==> src/rtl/inst_encoder_loader.sv <==
// Encodes RV64 instruction descriptors into 32-bit words and streams them into IMEM
// at consecutive word addresses through a two-stage (capture, encode) pipeline.
module inst_encoder_loader #(
  parameter int unsigned ADDR_WIDTH = 10,
  parameter int unsigned BASE_ADDR  = 0
) (
  input  logic                  in_clk,
  input  logic                  in_rst,
  input  logic                  in_start,
  input  logic                  in_valid,
  output logic                  out_ready,
  input  logic [2:0]            in_fmt,
  input  logic [6:0]            in_opcode,
  input  logic [2:0]            in_funct3,
  input  logic [6:0]            in_funct7,
  input  logic [4:0]            in_rd,
  input  logic [4:0]            in_rs1,
  input  logic [4:0]            in_rs2,
  input  logic [31:0]           in_imm,
  output logic                  out_we,
  input  logic                  in_mem_ready,
  output logic [ADDR_WIDTH-1:0] out_addr,
  output logic [31:0]           out_inst,
  output logic [ADDR_WIDTH:0]   out_count,
  output logic                  out_full,
  output logic                  out_err
);

  typedef enum logic {RUN, FULL} state_t;

  localparam logic [ADDR_WIDTH+1:0] CAP  = (ADDR_WIDTH+2)'(1) << ADDR_WIDTH;
  localparam logic [ADDR_WIDTH:0]   LAST = (ADDR_WIDTH+1)'(CAP - 1'b1);
  localparam logic [ADDR_WIDTH-1:0] BASE = ADDR_WIDTH'(BASE_ADDR);

  state_t state;

  logic        s1_valid;
  logic [2:0]  s1_fmt;
  logic [6:0]  s1_opcode;
  logic [2:0]  s1_funct3;
  logic [6:0]  s1_funct7;
  logic [4:0]  s1_rd;
  logic [4:0]  s1_rs1;
  logic [4:0]  s1_rs2;
  logic [31:0] s1_imm;

  logic [31:0] enc_inst;
  logic        enc_bad;
  logic        imm_ok_11;
  logic        imm_ok_12;
  logic        imm_ok_20;
  logic        is_shift;

  logic                  wr_done;
  logic                  s2_free;
  logic                  s1_adv;
  logic                  accept;
  logic [ADDR_WIDTH+1:0] pending;

  always_comb begin
    enc_inst  = '0;
    enc_bad   = 1'b0;
    imm_ok_11 = (s1_imm[31:11] == '0) || (s1_imm[31:11] == '1);
    imm_ok_12 = (s1_imm[31:12] == '0) || (s1_imm[31:12] == '1);
    imm_ok_20 = (s1_imm[31:20] == '0) || (s1_imm[31:20] == '1);
    is_shift  = (s1_opcode == 7'b0010011) && ((s1_funct3 == 3'b001) || (s1_funct3 == 3'b101));
    case (s1_fmt)
      3'd0: enc_inst = {s1_funct7, s1_rs2, s1_rs1, s1_funct3, s1_rd, s1_opcode};
      3'd1: begin
        if (is_shift)
          enc_inst = {s1_funct7[6:1], s1_imm[5:0], s1_rs1, s1_funct3, s1_rd, s1_opcode};
        else
          enc_inst = {s1_imm[11:0], s1_rs1, s1_funct3, s1_rd, s1_opcode};
        enc_bad = !imm_ok_11;
      end
      3'd2: begin
        enc_inst = {s1_imm[11:5], s1_rs2, s1_rs1, s1_funct3, s1_imm[4:0], s1_opcode};
        enc_bad  = !imm_ok_11;
      end
      3'd3: begin
        enc_inst = {s1_imm[12], s1_imm[10:5], s1_rs2, s1_rs1, s1_funct3,
                    s1_imm[4:1], s1_imm[11], s1_opcode};
        enc_bad  = !imm_ok_12 || s1_imm[0];
      end
      3'd4: enc_inst = {s1_imm[31:12], s1_rd, s1_opcode};
      3'd5: begin
        enc_inst = {s1_imm[20], s1_imm[10:1], s1_imm[11], s1_imm[19:12], s1_rd, s1_opcode};
        enc_bad  = !imm_ok_20 || s1_imm[0];
      end
      default: enc_bad = 1'b1;
    endcase
    if (s1_opcode[1:0] != 2'b11) enc_bad = 1'b1;
  end

  // Words already written plus words in flight must never exceed IMEM capacity;
  // an illegal entry in S1 is counted conservatively until it is dropped.
  always_comb begin
    wr_done   = out_we && in_mem_ready;
    s2_free   = !out_we || in_mem_ready;
    s1_adv    = s1_valid && s2_free;
    pending   = {1'b0, out_count} + (ADDR_WIDTH+2)'(s1_valid) + (ADDR_WIDTH+2)'(out_we);
    out_ready = in_start ||
                ((state == RUN) && (!s1_valid || s2_free) && (pending < CAP));
    accept    = in_valid && out_ready;
  end

  always_ff @(posedge in_clk) begin
    if (in_rst) begin
      state     <= RUN;
      s1_valid  <= 1'b0;
      s1_fmt    <= '0;
      s1_opcode <= '0;
      s1_funct3 <= '0;
      s1_funct7 <= '0;
      s1_rd     <= '0;
      s1_rs1    <= '0;
      s1_rs2    <= '0;
      s1_imm    <= '0;
      out_we    <= 1'b0;
      out_inst  <= '0;
      out_addr  <= BASE;
      out_count <= '0;
      out_full  <= 1'b0;
      out_err   <= 1'b0;
    end else begin
      if (accept) begin
        s1_fmt    <= in_fmt;
        s1_opcode <= in_opcode;
        s1_funct3 <= in_funct3;
        s1_funct7 <= in_funct7;
        s1_rd     <= in_rd;
        s1_rs1    <= in_rs1;
        s1_rs2    <= in_rs2;
        s1_imm    <= in_imm;
      end
      if (in_start) begin
        // restart beats any write completing on this edge
        state     <= RUN;
        s1_valid  <= accept;
        out_we    <= 1'b0;
        out_addr  <= BASE;
        out_count <= '0;
        out_full  <= 1'b0;
        out_err   <= 1'b0;
      end else begin
        if (accept)
          s1_valid <= 1'b1;
        else if (s1_adv)
          s1_valid <= 1'b0;

        if (wr_done) begin
          out_addr  <= out_addr + 1'b1;
          out_count <= out_count + 1'b1;
          if (out_count == LAST) begin
            state    <= FULL;
            out_full <= 1'b1;
          end
        end

        if (s1_adv) begin
          if (enc_bad) begin
            out_we  <= 1'b0;
            out_err <= 1'b1;
          end else begin
            out_we   <= 1'b1;
            out_inst <= enc_inst;
          end
        end else if (wr_done) begin
          out_we <= 1'b0;
        end
      end
    end
  end

endmodule
==> config.mk <==
export PLATFORM = sky130hd
export DESIGN_NAME = inst_encoder_loader
export DESIGN_NICKNAME = d
export VERILOG_FILES = /design/src/rtl/inst_encoder_loader.sv
export SDC_FILE = /design/constraint.sdc
export NUM_CORES = 1
export LEC_CHECK = 0
export ABC_CLOCK_PERIOD_IN_PS = 2300
export CAP_MARGIN = 20
export CORE_UTILIZATION = 45
export DETAILED_ROUTE_END_ITERATION = 7
export PLACE_DENSITY = 0.77
export SYNTH_ARGS = -nofsm -noshare
export SYNTH_HDL_FRONTEND = slang
export SYNTH_SLANG_ARGS = --single-unit
==> constraint.sdc <==
create_clock -name in_clk -period 2.3 [get_ports in_clk]
set_clock_uncertainty 0.1 [all_clocks]
set_input_delay 0.23 -clock in_clk [delete_from_list [all_inputs] [get_ports in_clk]]
set_output_delay 0.23 -clock in_clk [all_outputs]
set_load 0.02 [all_outputs]
# ---- Word level (Yosys, flattened, before mapping)
# Cells that the tools add are included.
# Widths: inputs -> output; s select.
dict set report totals {
  input_bits 72
  output_inout_bits 57
  elab_cells 78
  reg_bits 124
}
dict set report classes {
  n_reduce_logical 32
  add_sub_neg 4
  bitwise 3
  order_cmp 1
  eq_ne 13
  mux 10
}
# cell count
set op_table {}
lappend op_table {{$pmux 32 s6} 1}
lappend op_table {{$mux 32} 1}
lappend op_table {{$eq 21x21->1 const B} 1}
lappend op_table {{$logic_not 21->1} 1}
lappend op_table {{$eq 20x20->1 const B} 1}
lappend op_table {{$logic_not 20->1} 1}
lappend op_table {{$add 11x1->12} 1}
lappend op_table {{$add 12x1->12} 1}
lappend op_table {{$eq 12x12->1 const B} 1}
lappend op_table {{$logic_not 12->1} 1}
lappend op_table {{$lt 12x11->1 const B} 1}
lappend op_table {{$add 11x1->11 const B} 1}
lappend op_table {{$eq 11x10->1 const B} 1}
lappend op_table {{$add 10x1->10 const B} 1}
lappend op_table {{$eq 3x3->1 const B} 3}
lappend op_table {{$logic_or 1x1->1} 9}
lappend op_table {{$eq 7x5->1 const B} 1}
lappend op_table {{$mux 1} 7}
lappend op_table {{$eq 3x1->1 const B} 2}
lappend op_table {{$eq 3x2->1 const B} 2}
lappend op_table {{$logic_and 1x1->1} 6}
lappend op_table {{$reduce_or 2->1} 3}
lappend op_table {{$logic_not 1->1} 5}
lappend op_table {{$pmux 1 s4} 1}
lappend op_table {{7 further kinds} 10}

# ---- Depth between registers and ports, before layout
dict set report depth {
  word_depth 9
  mapped_depth 10
  ltp_nobuf 7
}

# ---- Worst setup path after synthesis
# OpenSTA, ideal clock, no wires.
dict set report synth_path {
  path_type {reg2reg}
  start {register out_count[0]}
  end {register s1_imm[18]}
  period_less_slack_ns 2.387
  setup_slack_ns -0.087
  path_buffers 3
  required_ns 2.130
  setup_ns 0.070
  t_arrival_ns 2.216
  stages_incl_launch_ff 11
  cell_sequence {dfxtp_1 ha_1 a21oi_1 nor4_1 o21bai_1 and2_1 clkbuf_1 buf_2 buf_2 nand2_1 a21oi_1}
}
dict set report synth_via {
  elab_chain_cells 6
}
# item line
set synth_rtl {}
lappend synth_rtl {{start: declaration} 24} ;# output logic [ADDR_WIDTH:0] out_count,
lappend synth_rtl {{start signal: assignment} 153} ;# out_count <= out_count + 1'b1;
lappend synth_rtl {{$add 11x1->12} 101} ;# pending = {1'b0, out_count} + (ADDR_WIDTH+2)'(s1_valid) + (ADDR_WIDTH+2)'(out_we);
lappend synth_rtl {{$add 12x1->12} 101}
lappend synth_rtl {{$lt 12x11->1} 103} ;# ((state == RUN) && (!s1_valid || s2_free) && (pending < CAP));
lappend synth_rtl {{$logic_and 1x1->1} 103}
lappend synth_rtl {{$logic_or 1x1->1} 102} ;# out_ready = in_start ||
lappend synth_rtl {{net out_ready} 11} ;# output logic out_ready,
lappend synth_rtl {{$logic_and 1x1->1} 104} ;# accept = in_valid && out_ready;
lappend synth_rtl {{end signal: assignment} 134} ;# s1_imm <= in_imm;
lappend synth_rtl {{end: declaration} 45} ;# logic [31:0] s1_imm;
# The timed path passes the listed nets, and every way through them passes these cells.
# A chain may end at the register's enable or synchronous reset.

# ---- Final worst setup path
dict set report layout_path {
  start {register s1_imm[26]}
  end {register out_inst[22]}
}
dict set report layout_via {
  elab_chain_cells 8
  elab_cells_between_ends 18
  classes_between {eq/ne (3); mux (2); bitwise (1); reduce/logical (12)}
}
# item line
set layout_rtl {}
lappend layout_rtl {{$eq 20x20->1, or another cell as far along} 64} ;# imm_ok_12 = (s1_imm[31:12] == '0) || (s1_imm[31:12] == '1);
lappend layout_rtl {{$logic_or 1x1->1 (on tied branches)} {64, 65}}
lappend layout_rtl {{$logic_not 1->1 (on tied branches)} {83, 88}}
lappend layout_rtl {{$logic_or 1x1->1 (on tied branches)} {83, 88}}
lappend layout_rtl {{$pmux 1 s4 (*)} 67} ;# case (s1_fmt)
lappend layout_rtl {{$mux 1 (*)} 92} ;# if (s1_opcode[1:0] != 2'b11) enc_bad = 1'b1;
lappend layout_rtl {{$not 1->1 (no source line) (*)} --}
lappend layout_rtl {{$reduce_and 3->1 (no source line) (*)} --}
lappend layout_rtl {{end signal: assignment} 166} ;# out_inst <= enc_inst;
lappend layout_rtl {{end: declaration} 23} ;# output logic [31:0] out_inst,
# Mark *: on every way between the ends. The rest lies on a longest branch, timed or not.

==> flow_summary.ini <==
[global_routing]
grt_remaining_overflow = 0
grt_pass1_vias = 4861
track_usage_pct = 24.3
grt_antenna_before_repair = 0
grt_pass1_wl_mm = 23.9
grt_max_degree = 69

[cts]
path_clk_slew_ns = 0.05
clock_latency_ns = 0.41
cts_made_buffers = 17
cts.htree.levels = 4
postCtsHoldBufs = 0
clock_sinks = 124
ctsRootBufferMaster = clkbuf_16
tritoncts = built
clk_path_buf_depth = 2

[power]
switching_share_pct = 21.7
pwr-share-seq_pct = 41.5
p_leak_nw = 3.11
p_total_mw = 5.47
p_int_mw = 4.29
clkPwrFrac_pct = 49.7
ir_drop_uv = 461
power_switching_mw = 1.19
p_comb_share_pct = 8.8
powerDensity_nw_per_um2 = 704

[synth]
syn-num-nets = 740
syn_area_um2 = 5470
synth_seq_area_share_pct = 45.4
yosysUniqueCellTypes = 44
syn-mean-instance-area_um2 = 8.22
synthTopCellsByArea = dfxtp_1, nand2_1, a21oi_1
synth_compound_area_share_pct = 13.6
synthCells = 665
ys.warnings.count = 0
synth-main-ff-cell = dfxtp_1
synth_top_family_by_area = simple AND/OR/NAND/NOR gates
synth-simple-area-share_pct = 25.6
synth_top_area_cell = dfxtp_1
synth_xor_area_share_pct = 2.56
synth_top_area_share_pct = 45.4
async_flop_share_pct = 0
synthAdderAreaFrac_pct = 0.686
synth.area.mux_share_pct = 8.31
synth_edf_count = 0
synth.ff_latch_count = 124

[place]
port_buffers = 128
dp_slack_ns = -0.0424
dpl.hpwl_mm = 10.7
place_congestion = 0.936

[timing]
final.period_utilization_pct = 103
hold_violations = 0
setup_viol = 30
rsz0062_at_grt = yes
slew_headroom_pct = 64.8
max_freq_mhz = 422
finalCriticalPeriod_ns = 2.37
tns_ns = -1.56
worst_pin_slew_ns = 0.527
setup_ws_ns = -0.0712
finalMaxSlewViolations = 0

[detailed_routing]
vias_per_cell = 5.39
drcViolationCount = 8
vias = 5196
wl_per_cell_um = 15.8
postRouteWirelength_mm = 15.2
initialDrtViolationCount = 548
ant_nets = 0
first_pass_iters = 7

[die]
start_util_pct = 47.1
die-area_um2 = 12600
die_w_um = 112
row_count = 39
chipHeight_um = 112
core_um2 = 11600
io_pins = 129

[hold_path]
hold_path.class = in -> reg
holdCritStartpoint = in_rst

[critical_path]
cp.required_ns = 2.49
startpoint = s1_imm[26]$_SDFFE_PP0P_
crit_path_max_fanout = 10
crit_type = reg -> reg
cp.arrival_ns = 2.57
timing.rr.start = s1_imm[26]$_SDFFE_PP0P_
crit_path_end_kind = flip-flop
cp-start-kind = flip-flop

[layout]
multi_input_area_um2 = 2820
n_antenna_cell = 0
final_util_pct = 67.0
drive_above_1_share_pct = 13.9
fin_nets = 886
area_delta_synth_final_pct = 42.2
regArea_um2 = 2480
fill_cells = 859

[run_status]
violations = design-rule violations, negative setup slack
status = complete, but fails checks

[flow_run]
max_cap_violations = 0
per-stage QoR:
step	std cells	hold slack (ns)	area [um^2]
final	964	0.170	7780
after global routing	964	0.189	7780
after CTS	961	0.154	7710
after detailed placement	931	0.345	7070
after global placement	931	0.342	7070
after floorplan	665	0.266	5470
cells in the mapped netlist, drive strengths merged (2+ instances only):
library cell	count
xor2	11
or3	4
mux2i	6
nand2	164
a211o	2
clkbuf	32
buf	12
nor2b	42
xnor2	5
and2	2
nand4	10
nand3	3
ha	3
nor3	4
dfxtp	124
nor4	7
nor2	49
a21oi	104
mux2	27
inv	4
nand2b	10
o21ai	5
a22oi	12
and3	7
flip-flops by register name (all words and copies together) (netlist names), 7 cells and up:
signal / count
s1_imm: 32
out_addr: 10
out_inst: 32
out_count: 11
s1_opcode: 7
s1_funct7: 7
what timing repair did:
| item | in CTS | in global routing |
|---|---|---|
| endpoints found under the setup margin | 25 | 24 |
| buffers inserted | 1 | 2 |
| gates cloned | 0 | 1 |
| resized for setup | 6 | 3 |
| pin swaps | 1 | 1 |
critical path, stage by stage (launching register included):
cell and delay, ns:
dfxtp_2 0.32, nor4_2 0.28, and3_1 0.22, or3b_4 0.40, a211oi_4 0.26, nand2_2 0.15, clkbuf_16 0.21, mux2_4 0.30
cells in the final DEF, fill, tap and decap left out, types with 5 or more instances in the layout:
master,instances
and3_1,7
xnor2_1,5
a22oi_1,12
o21ai_0,5
nand2b_1,10
xor2_1,11
clkdlybuf4s50_1,126
mux2_4,24
clkbuf_8,5
a21oi_1,104
nor2b_1,42
clkbuf_16,18
nor2_1,49
mux2i_1,6
nor4_2,6
nand4_1,10
dfxtp_1,123
buf_4,39
nand2_1,162
cells by family after synthesis:
family,Yosys count
AND/OR/NAND/NOR,308
AO/OA/AOI/OAI,133
adder cells (fa/ha/maj),3
flip-flops,124
XOR/XNOR,16
multiplexers,33
buffers and inverters,48
worst paths after layout:
kind | cells after the start | slack [ns] | endpoint
hold reg to reg | 2 | 0.35 | s1_rd[2]$_SDFFE_PP0P_
setup reg to reg | 7 | -0.07 | out_inst[22]$_SDFFE_PP0P_
hold / removal | 2 | 0.17 | out_inst[0]$_SDFFE_PP0P_
setup / recovery | 7 | -0.07 | out_inst[22]$_SDFFE_PP0P_
routing by layer:
metal	wire length [um]	GRT usage, %	vias to the layer above
li1	-	-	2520
met1	6520	31.4	2394
met2	7190	39.5	250
met3	1090	5.99	32
met4	380	8.80	0
met5	0	0	-
area by class of cell:
class                           instances  area share (%)
Timing Repair Buffer                  171            21.4
Clock buffer                           23            6.40
Sequential cell                       124            31.9
Multi-Input combinational cell        493            36.3
Clock inverter                          6            1.42
Tap cell                              143            2.30
Inverter                                4           0.193
power by group through the flow:
stage / combinational, mW / clock (mW) / sequential [mW]
floorplan: 0.236 / 0 / 2.30
global placement: 0.457 / 0 / 2.31
detailed placement: 0.466 / 0 / 2.31
CTS: 0.475 / 2.75 / 2.27
global route: 0.526 / 2.84 / 2.28
finish: 0.482 / 2.72 / 2.27
(Power assumes the default switching activity.)
